### config.mk
export PLATFORM = sky130hd
export DESIGN_NAME = fetch_controller_flat
export DESIGN_NICKNAME = d
export VERILOG_FILES = /design/src/rtl/mips_pkg.sv /design/src/rtl/fetch_controller_if.sv /design/src/rtl/load_pointer.sv /design/src/rtl/fetch_controller.sv /design/src/flat_wrapper.sv
export SDC_FILE = /design/constraint.sdc
export NUM_CORES = 1
export LEC_CHECK = 0
export CAP_MARGIN = 20
export CELL_PAD_IN_SITES_DETAIL_PLACEMENT = 0
export CELL_PAD_IN_SITES_GLOBAL_PLACEMENT = 2
export CORE_ASPECT_RATIO = 1.1
export CORE_UTILIZATION = 23
export CTS_CLUSTER_DIAMETER = 30
export DETAILED_ROUTE_END_ITERATION = 16
export PLACE_DENSITY_LB_ADDON = 0.1
export SLEW_MARGIN = 15
export SYNTH_ARGS = -nofsm -noshare
export SYNTH_HDL_FRONTEND = slang
export SYNTH_SLANG_ARGS = --single-unit
### constraint.sdc
create_clock -name clk -period 4.43 [get_ports clk]
set_input_delay 0.886 -clock clk [delete_from_list [all_inputs] [get_ports clk]]
set_output_delay 0.886 -clock clk [all_outputs]
set_load 0.01 [all_outputs]
### src/rtl/mips_pkg.sv
// Shared definitions for the MIPS fetch-stage control logic:
// the fetch controller state encoding and the program constants.
package mips_pkg;

  typedef enum logic [2:0] {
    FC_IDLE  = 3'd0,
    FC_LOAD  = 3'd1,
    FC_RUN   = 3'd2,
    FC_STEP  = 3'd3,
    FC_DRAIN = 3'd4,
    FC_HALT  = 3'd5
  } fc_state_t;

  localparam logic [31:0] HALT_WORD      = 32'hFFFF_FFFF;
  localparam int          ADDR_W_DEFAULT = 11;

endpackage

### src/rtl/fetch_controller_if.sv
// Command, program-load and fetch-control signals between the debug unit,
// the fetch controller and instruction_fetch.
interface fetch_controller_if
  import mips_pkg::*;
#(
  parameter int len    = 32,
  parameter int ADDR_W = ADDR_W_DEFAULT
);

  logic              in_cmd_load;
  logic              in_cmd_run;
  logic              in_cmd_step;
  logic              in_load_valid;
  logic [len-1:0]    in_load_data;
  logic [len-1:0]    in_instruction;
  logic              in_stall;
  logic              out_pc_enable;
  logic              out_pc_clear;
  logic              out_mem_we;
  logic [ADDR_W-1:0] out_mem_addr;
  logic [len-1:0]    out_mem_data;
  logic              out_running;
  logic              out_halted;
  logic              out_step_done;
  logic [len-1:0]    out_cycle_count;

  modport master (
    output in_cmd_load, in_cmd_run, in_cmd_step, in_load_valid, in_load_data,
           in_instruction, in_stall,
    input  out_pc_enable, out_pc_clear, out_mem_we, out_mem_addr, out_mem_data,
           out_running, out_halted, out_step_done, out_cycle_count
  );

  modport slave (
    input  in_cmd_load, in_cmd_run, in_cmd_step, in_load_valid, in_load_data,
           in_instruction, in_stall,
    output out_pc_enable, out_pc_clear, out_mem_we, out_mem_addr, out_mem_data,
           out_running, out_halted, out_step_done, out_cycle_count
  );

endinterface

### src/rtl/load_pointer.sv
// Instruction-RAM write pointer for program load: clear, increment, and a
// terminal flag on the last address so the caller can stop without wrapping.
module load_pointer #(
  parameter int ADDR_W = 11
) (
  input  logic              clk,
  input  logic              reset,
  input  logic              i_clear,
  input  logic              i_inc,
  output logic [ADDR_W-1:0] o_ptr,
  output logic              o_terminal
);

  logic [ADDR_W-1:0] r_ptr;

  // NOTE: sequential state uses non-blocking assignments so every register
  // samples pre-edge values, independent of process evaluation order.
  always_ff @(posedge clk or posedge reset) begin
    if (reset) begin
      r_ptr <= '0;
    end else if (i_clear) begin
      r_ptr <= '0;
    end else if (i_inc) begin
      r_ptr <= r_ptr + ADDR_W'(1);
    end
  end

  assign o_ptr      = r_ptr;
  assign o_terminal = &r_ptr;

endmodule

### src/rtl/fetch_controller.sv
// Fetch-stage sequencer: loads a program into instruction RAM, then runs or
// single-steps it by gating the PC, drains the pipeline on the halt word.
module fetch_controller
  import mips_pkg::*;
#(
  parameter int             len       = 32,
  parameter int             ADDR_W    = ADDR_W_DEFAULT,
  parameter logic [len-1:0] HALT_WORD = mips_pkg::HALT_WORD,
  parameter int             DRAIN     = 4
) (
  input logic               clk,
  input logic               reset,
  fetch_controller_if.slave bus
);

  localparam int DRAIN_W = (DRAIN > 1) ? $clog2(DRAIN) : 1;

  fc_state_t          r_state;
  fc_state_t          w_next;
  logic [DRAIN_W-1:0] r_drain_cnt;
  logic [len-1:0]     r_cycle_count;
  logic               r_pc_clear;
  logic               r_step_done;

  logic               w_accept_load;
  logic               w_mem_we;
  logic               w_ptr_inc;
  logic               w_pc_enable;
  logic               w_running;
  logic               w_is_halt;
  logic               w_drain_done;
  logic [ADDR_W-1:0]  w_ptr;
  logic               w_ptr_last;

  load_pointer #(.ADDR_W(ADDR_W)) u_load_pointer (
    .clk        (clk),
    .reset      (reset),
    .i_clear    (w_accept_load),
    .i_inc      (w_ptr_inc),
    .o_ptr      (w_ptr),
    .o_terminal (w_ptr_last)
  );

  assign w_is_halt    = (bus.in_instruction == HALT_WORD);
  assign w_drain_done = (r_drain_cnt == DRAIN_W'(DRAIN - 1));
  assign w_running    = (r_state == FC_RUN) || (r_state == FC_STEP) || (r_state == FC_DRAIN);

  // NOTE: every signal driven here gets a default first, so no path through
  // the case statement can leave one unassigned and infer a latch.
  always_comb begin
    w_next        = r_state;
    w_accept_load = 1'b0;
    w_mem_we      = 1'b0;
    w_ptr_inc     = 1'b0;
    w_pc_enable   = 1'b0;
    case (r_state)
      FC_IDLE: begin
        if (bus.in_cmd_load) begin
          w_next        = FC_LOAD;
          w_accept_load = 1'b1;
        end else if (bus.in_cmd_run) begin
          w_next = FC_RUN;
        end else if (bus.in_cmd_step) begin
          w_next = FC_STEP;
        end
      end
      FC_LOAD: begin
        if (bus.in_load_valid) begin
          w_mem_we  = 1'b1;
          w_ptr_inc = !w_ptr_last;
          if (bus.in_load_data == HALT_WORD || w_ptr_last) w_next = FC_IDLE;
        end
      end
      FC_RUN: begin
        if (w_is_halt) w_next = FC_DRAIN;
        else           w_pc_enable = !bus.in_stall;
      end
      FC_STEP: begin
        // The halt word wins over a stall so the PC can never step past it.
        if (w_is_halt) begin
          w_next = FC_DRAIN;
        end else if (!bus.in_stall) begin
          w_pc_enable = 1'b1;
          w_next      = FC_IDLE;
        end
      end
      FC_DRAIN: begin
        if (w_drain_done) w_next = FC_HALT;
      end
      FC_HALT: begin
        if (bus.in_cmd_load) begin
          w_next        = FC_LOAD;
          w_accept_load = 1'b1;
        end
      end
      default: w_next = FC_IDLE;
    endcase
  end

  always_ff @(posedge clk or posedge reset) begin
    if (reset) begin
      r_state       <= FC_IDLE;
      r_drain_cnt   <= '0;
      r_cycle_count <= '0;
      r_pc_clear    <= 1'b0;
      r_step_done   <= 1'b0;
    end else begin
      r_state     <= w_next;
      r_pc_clear  <= w_accept_load;
      r_step_done <= (r_state == FC_STEP) && (w_next == FC_IDLE);
      r_drain_cnt <= (r_state == FC_DRAIN) ? r_drain_cnt + DRAIN_W'(1) : '0;
      if (w_accept_load)  r_cycle_count <= '0;
      else if (w_running) r_cycle_count <= r_cycle_count + len'(1);
    end
  end

  assign bus.out_pc_enable   = w_pc_enable;
  assign bus.out_pc_clear    = r_pc_clear;
  assign bus.out_mem_we      = w_mem_we;
  assign bus.out_mem_addr    = w_ptr;
  assign bus.out_mem_data    = w_mem_we ? bus.in_load_data : '0;
  assign bus.out_running     = w_running;
  assign bus.out_halted      = (r_state == FC_HALT);
  assign bus.out_step_done   = r_step_done;
  assign bus.out_cycle_count = r_cycle_count;

endmodule
### src/flat_wrapper.sv
// flat-port wrapper written by rule: the top's interface ports become plain ports
module fetch_controller_flat import mips_pkg::*;
#(
  parameter int             len       = 32,
  parameter int             ADDR_W    = ADDR_W_DEFAULT,
  parameter logic [len-1:0] HALT_WORD = mips_pkg::HALT_WORD,
  parameter int             DRAIN     = 4
)
  (clk, reset, bus_in_cmd_load, bus_in_cmd_run, bus_in_cmd_step, bus_in_load_valid, bus_in_load_data, bus_in_instruction, bus_in_stall, bus_out_pc_enable, bus_out_pc_clear, bus_out_mem_we, bus_out_mem_addr, bus_out_mem_data, bus_out_running, bus_out_halted, bus_out_step_done, bus_out_cycle_count);
  fetch_controller_if #(.len(len), .ADDR_W(ADDR_W)) bus_i ();
  input logic clk;
  input logic reset;
  input wire logic [$bits(bus_i.in_cmd_load)-1:0] bus_in_cmd_load;
  input wire logic [$bits(bus_i.in_cmd_run)-1:0] bus_in_cmd_run;
  input wire logic [$bits(bus_i.in_cmd_step)-1:0] bus_in_cmd_step;
  input wire logic [$bits(bus_i.in_load_valid)-1:0] bus_in_load_valid;
  input wire logic [$bits(bus_i.in_load_data)-1:0] bus_in_load_data;
  input wire logic [$bits(bus_i.in_instruction)-1:0] bus_in_instruction;
  input wire logic [$bits(bus_i.in_stall)-1:0] bus_in_stall;
  output wire logic [$bits(bus_i.out_pc_enable)-1:0] bus_out_pc_enable;
  output wire logic [$bits(bus_i.out_pc_clear)-1:0] bus_out_pc_clear;
  output wire logic [$bits(bus_i.out_mem_we)-1:0] bus_out_mem_we;
  output wire logic [$bits(bus_i.out_mem_addr)-1:0] bus_out_mem_addr;
  output wire logic [$bits(bus_i.out_mem_data)-1:0] bus_out_mem_data;
  output wire logic [$bits(bus_i.out_running)-1:0] bus_out_running;
  output wire logic [$bits(bus_i.out_halted)-1:0] bus_out_halted;
  output wire logic [$bits(bus_i.out_step_done)-1:0] bus_out_step_done;
  output wire logic [$bits(bus_i.out_cycle_count)-1:0] bus_out_cycle_count;
  assign bus_i.in_cmd_load = bus_in_cmd_load;
  assign bus_i.in_cmd_run = bus_in_cmd_run;
  assign bus_i.in_cmd_step = bus_in_cmd_step;
  assign bus_i.in_load_valid = bus_in_load_valid;
  assign bus_i.in_load_data = bus_in_load_data;
  assign bus_i.in_instruction = bus_in_instruction;
  assign bus_i.in_stall = bus_in_stall;
  assign bus_out_pc_enable = bus_i.out_pc_enable;
  assign bus_out_pc_clear = bus_i.out_pc_clear;
  assign bus_out_mem_we = bus_i.out_mem_we;
  assign bus_out_mem_addr = bus_i.out_mem_addr;
  assign bus_out_mem_data = bus_i.out_mem_data;
  assign bus_out_running = bus_i.out_running;
  assign bus_out_halted = bus_i.out_halted;
  assign bus_out_step_done = bus_i.out_step_done;
  assign bus_out_cycle_count = bus_i.out_cycle_count;
  fetch_controller #(.len(len), .ADDR_W(ADDR_W), .HALT_WORD(HALT_WORD), .DRAIN(DRAIN)) u_core (.clk(clk), .reset(reset), .bus(bus_i));
endmodule
# After elaboration in Yosys (flattened, before gate mapping)

Index checks and enable logic that the tools add are counted.

Flip-flop bits (word level): 50
Bits in latches: 0
Bits in writable memories: 0
ROM bits: 0
Input port bits: 71
Output and inout port bits: 81
Word-level logic and storage cells: 56
Memories: 0

Add/sub/neg operators: 3
$mul: 0
Div/mod/pow operators: 0
Magnitude comparators: 0
Equal/unequal tests: 8
Shift-type cells: 0
Mux-type cells: 27
Bitwise gates (word level): 0
Reductions and logical operators: 12

Operators by type and width:

| kind                                                 | count |
|---|---|
| two-way mux 32 bit                                   | 3 |
| equality test 32 bit (second input constant)         | 2 |
| adder 32 x 1 -> 32 bit (second input constant)       | 1 |
| two-way mux 3 bit                                    | 10 |
| two-way mux 11 bit                                   | 2 |
| case mux 3 bit (6 select lines)                      | 1 |
| adder 11 x 1 -> 11 bit (second input constant)       | 1 |
| AND reduction 11 bit                                 | 1 |
| two-way mux 1 bit                                    | 9 |
| equality test 3 x 2 -> 1 bit (second input constant) | 2 |
| equality test 3 bit (second input constant)          | 2 |
| zero test 3 bit                                      | 2 |
| nonzero test 2 bit                                   | 2 |
| equality test 3 x 1 -> 1 bit (second input constant) | 1 |
| logical OR 1 bit                                     | 3 |
| adder 2 x 1 -> 2 bit (second input constant)         | 1 |
| equality test 2 bit (second input constant)          | 1 |
| zero test 1 bit                                      | 2 |
| two-way mux 2 bit                                    | 1 |
| case mux 1 bit (2 select lines)                      | 1 |
| OR reduction 2 bit                                   | 1 |
| logical AND 1 bit                                    | 1 |

# Depth between registers and ports, before layout

Depth after elaboration: 7
Gate-level depth with buffers: 7
Mapped depth without buffers: 5

# Cells and area by module

From an unflattened synthesis, not the netlist that was laid out.

Cell total of the unflattened synthesis: 341
Area, all modules: 3,074.2 um^2

By module, submodules not included:

| module           | instances | cells an instance | area an instance (um^2) | sequential area each (um^2) |
|---|---|---|---|---|
| fetch_controller | 1         | 286               | 2,522.4                 | 975.9 |
| load_pointer     | 1         | 55                | 551.8                   | 275.3 |

# Worst setup path after synthesis

No wires, ideal clock.

Path type: input-to-output
Start point: input bus_in_load_valid
End point: output bus_out_mem_data[22]
Arrival: 1.933 ns
Data required time: 3.544 ns
Setup slack: 1.611 ns
Stages on the path: 4
Buffers on the path: 2
Cell sequence: nor4bb_1 > clkbuf_1 > clkbuf_1 > and2_1

Cells in the longest elaborated chain, start to end: 3

RTL lines:

| item               | RTL line                | source |
|---|---|---|
| start: declaration | flat_wrapper.sv:16      | `input wire logic [$bits(bus_i.in_load_valid)-1:0] bus_in_load_valid;` |
| two-way mux 1 bit  | fetch_controller.sv:68  | `if (bus.in_load_valid) begin` |
| two-way mux 1 bit  | fetch_controller.sv:56  | `case (r_state)` |
| via bus_out_mem_we | flat_wrapper.sv:22      | `output wire logic [$bits(bus_i.out_mem_we)-1:0] bus_out_mem_we;` |
| two-way mux 32 bit | fetch_controller.sv:121 | `assign bus.out_mem_data = w_mem_we ? bus.in_load_data : '0;` |
| end: declaration   | flat_wrapper.sv:24      | `output wire logic [$bits(bus_i.out_mem_data)-1:0] bus_out_mem_data;` |

The timed path passes the listed nets, and every way through them passes these cells.

# Worst setup path in the final report

Start point: input bus_in_load_valid
End point: output bus_out_mem_data[19]

Cells in the longest elaborated chain, start to end: 3

RTL lines:

| item               | RTL line |
|---|---|
| two-way mux 1 bit  | fetch_controller.sv:68 |
| two-way mux 1 bit  | fetch_controller.sv:56 |
| two-way mux 32 bit | fetch_controller.sv:121 |

Every way passes these cells.

==> qor.txt <==
status: completed
async set-or-reset flop fraction in the synthesized netlist: 100%
critical path startpoint category: input pin
worst r2r src: u_core.r_state[2]
DP Area: 4700 um2
Max FO, Critical Path: 19
dominant cells by area after synthesis: dfrtp_1, and2_1, nand4_1, mux2i_1, nand2_1
Crit path largest cell delay: 0.62 ns
Distinct cells, synth: 37
Final min period: 3.90 ns
DRT iter0 DRCs: 137
Worst-path clk slew: 0.07 ns
die area: 13,500 um2
Die W: 111 um
DR vias: 3,161
global-route usage over all layers: 14.3%
share of cells above drive strength 1: 3.07%
syn_area_per_cell: 8.77 um2
Port Buf Inserts: 151
Starting Density: 23.7%
Synth area leader: dfrtp_1
WP buf/inv: 3
Fin. Hold Viols: 0
Mapped Cells: 342
post-synthesis sequential area ratio: 41.7%
Diodes inserted: 0
total wire length: 9640 um
Peak VDD IR: 150 uV
Clock Skew: 0.00667 ns
setup TNS: 0 ns
Avg WL per Cell: 14.9 um
f_max: 256 MHz
Final ANT Viol Nets: 0
H-tree levels: 2
# hold bufs at CTS: 0
warnings from Yosys: 0
Rows: 43
DP Worst Slack: 0.487 ns
initial antenna violation count: 0
Setup crit start: bus_in_load_valid
final setup margin: 0.530 ns
clock buffer depth: 2
CTS-repair resized insts: 0
chip height: 122 um
DRC Markers: 0
Final nets: 564
Layout area overhead: 61.5%
Via-to-Cell Ratio: 4.89
min-delay src: u_core.r_drain_cnt[0]
Leak Pwr: 0.00190 uW
cell mode on critical path: clkdlybuf4s50_1
number of CTS-inserted buffers: 5
#FFs+latches synth: 50
buffer type at the clock tree root: clkbuf_16
Crit path max-delay family: buffers and inverters
Post-synth EDFFs: 0
CTS tree: done
Setup-failing EPs final: 0
relative slew slack: 43.7%
crit path capture type: primary output
fin. max-slew vios: 0
max-capacitance violation count: 0
post-route insts no fill: 646
DP Wirelength: 7350 um
vias in the first global route: 3,114
Slew @ Worst Pin: 0.837 ns
Arr. time, crit path: 3.01 ns
main flop type after synthesis: dfrtp_1
slowest CP cell: nor4bb_4
placed cell count: 640
Yosys top cell area share: 41.7%
clock latency on the worst-skew pair: 0.29 ns
largest net degree at the start of global routing: 37
crit-path cells: clkdlybuf4s50_1 -> nor4bb_4 -> buf_4 -> and2_1 -> clkdlybuf4s50_1
hold_ws: 0.438 ns
Core Area: 12,600 um2
Tcrit/Tclk final: 88.0%
Ports: 152
# clock sinks: 50
area of the mapped netlist: 3000 um2
gpl congestion: 0.717
drt pass-1 iters: 4
power per cell area: 318 nW/um2
Min-Delay Path Class: reg2reg
Syn Nets: 416
Final Instance Area: 4840 um2
first-pass GRT wire length: 15,500 um
RSZ-0062 raised after global routing: no
Overflow after GRT: 0
CP required: 3.54 ns
Crit Path Class: in2out
Post-CTS Setup Repair Bufs: 0
[state kept, by name, indices dropped and copies added (netlist names)]
name / count
u_core.u_load_pointer.o_ptr: 11
u_core.bus.out_cycle_count: 32
u_core.bus.out_pc_clear: 1
u_core.r_state: 3
u_core.r_drain_cnt: 2
u_core.bus.out_step_done: 1
[logic make-up after synthesis]
family / Yosys count / share of synthesized area [%]
DFF: 50 / 41.7
adders and majority gates: 3 / 1.25
xor gates and xnor gates: 11 / 3.21
buffers and inverters: 25 / 3.21
AOI/OAI and AO/OA: 57 / 11.8
and+or+nand+nor: 181 / 33.8
muxes: 15 / 5.01
[per-stage QoR]
step	total power [uW]	util (%)
after floorplan	840	-
after global placement	1170	37.2
after detailed placement	1170	37.2
after CTS	1570	38.3
after global routing	1640	38.3
final	1540	38.3
[report_power, final]
group / internal, uW / leakage, uW / switching, uW
clock: 219 / 0.0000688 / 171
sequential: 497 / 0.000688 / 66.2
combinational: 316 / 0.00114 / 268
[cell usage after synthesis (all sizes together) (2+ instances only)]
cell type	number
nor3	5
xor2	4
nand4	30
nor4	6
ha	3
nor2b	4
o31ai	6
nand3	20
or3	10
a21oi	19
or3b	2
and2	37
xnor2	7
mux2i	15
nand2	28
dfrtp	50
a2111o	3
inv	9
buf	2
a211oi	4
o211ai	3
or4	5
nor2	18
nand2b	9
o21ai	17
clkbuf	14
and4	3
[placed cells by master (no fill, tap or decap), types with 5 or more instances in the layout]
cell type and count:
nor2_1 18, o31ai_1 6, and2_1 37, inv_1 8
o21ai_0 17, mux2i_1 15, nand2b_1 9, dfrtp_1 50
nand4_1 30, or4_1 5, nand2_1 28, xnor2_1 7
clkbuf_16 5, a21oi_1 19, nand3_1 20, clkdlybuf4s50_1 151
or3_1 10, nor3_1 5, nor4_1 6, buf_4 6
[worst register-to-register path, stage by stage (launching register included)]
cell	delay (ns)
dfrtp_1	0.58
or3b_1	0.57
a2111o_1	0.62
or4_1	0.54
a21oi_1	0.15
[per-layer routing]
metal	share of wire, %	vias up	track usage, %
met5	0	-	0
met4	0.94	0	3.75
met3	7.7	6	4.18
met2	49	123	26.4
met1	42	1484	16.1
li1	-	1548	-
[final cells by class]
| class | instances | area (um2) |
|---|---|---|
| Clock buffer | 6 | 139 |
| Fill cell | 1272 | 7800 |
| Inverter | 9 | 33.8 |
| Multi-Input combinational cell | 267 | 1670 |
| Sequential cell | 50 | 1250 |
| Tap cell | 157 | 196 |
| Timing Repair Buffer | 157 | 1560 |
[final timing paths]
kind / slack [ns] / cells past startpoint / to
worst max register to register: 1.90 / 4 / u_core.bus.out_cycle_count[17]
worst max-delay path: 0.53 / 5 / bus_out_mem_data[19]
max in group asynchronous: 2.64 / 3 / u_core.u_load_pointer.o_ptr[4]
min in group asynchronous: 1.06 / 2 / u_core.bus.out_cycle_count[17]
worst min register to register: 0.44 / 1 / u_core.r_drain_cnt[0]
worst min-delay path: 0.44 / 1 / u_core.r_drain_cnt[0]
Power figures use the tool's default switching activity.
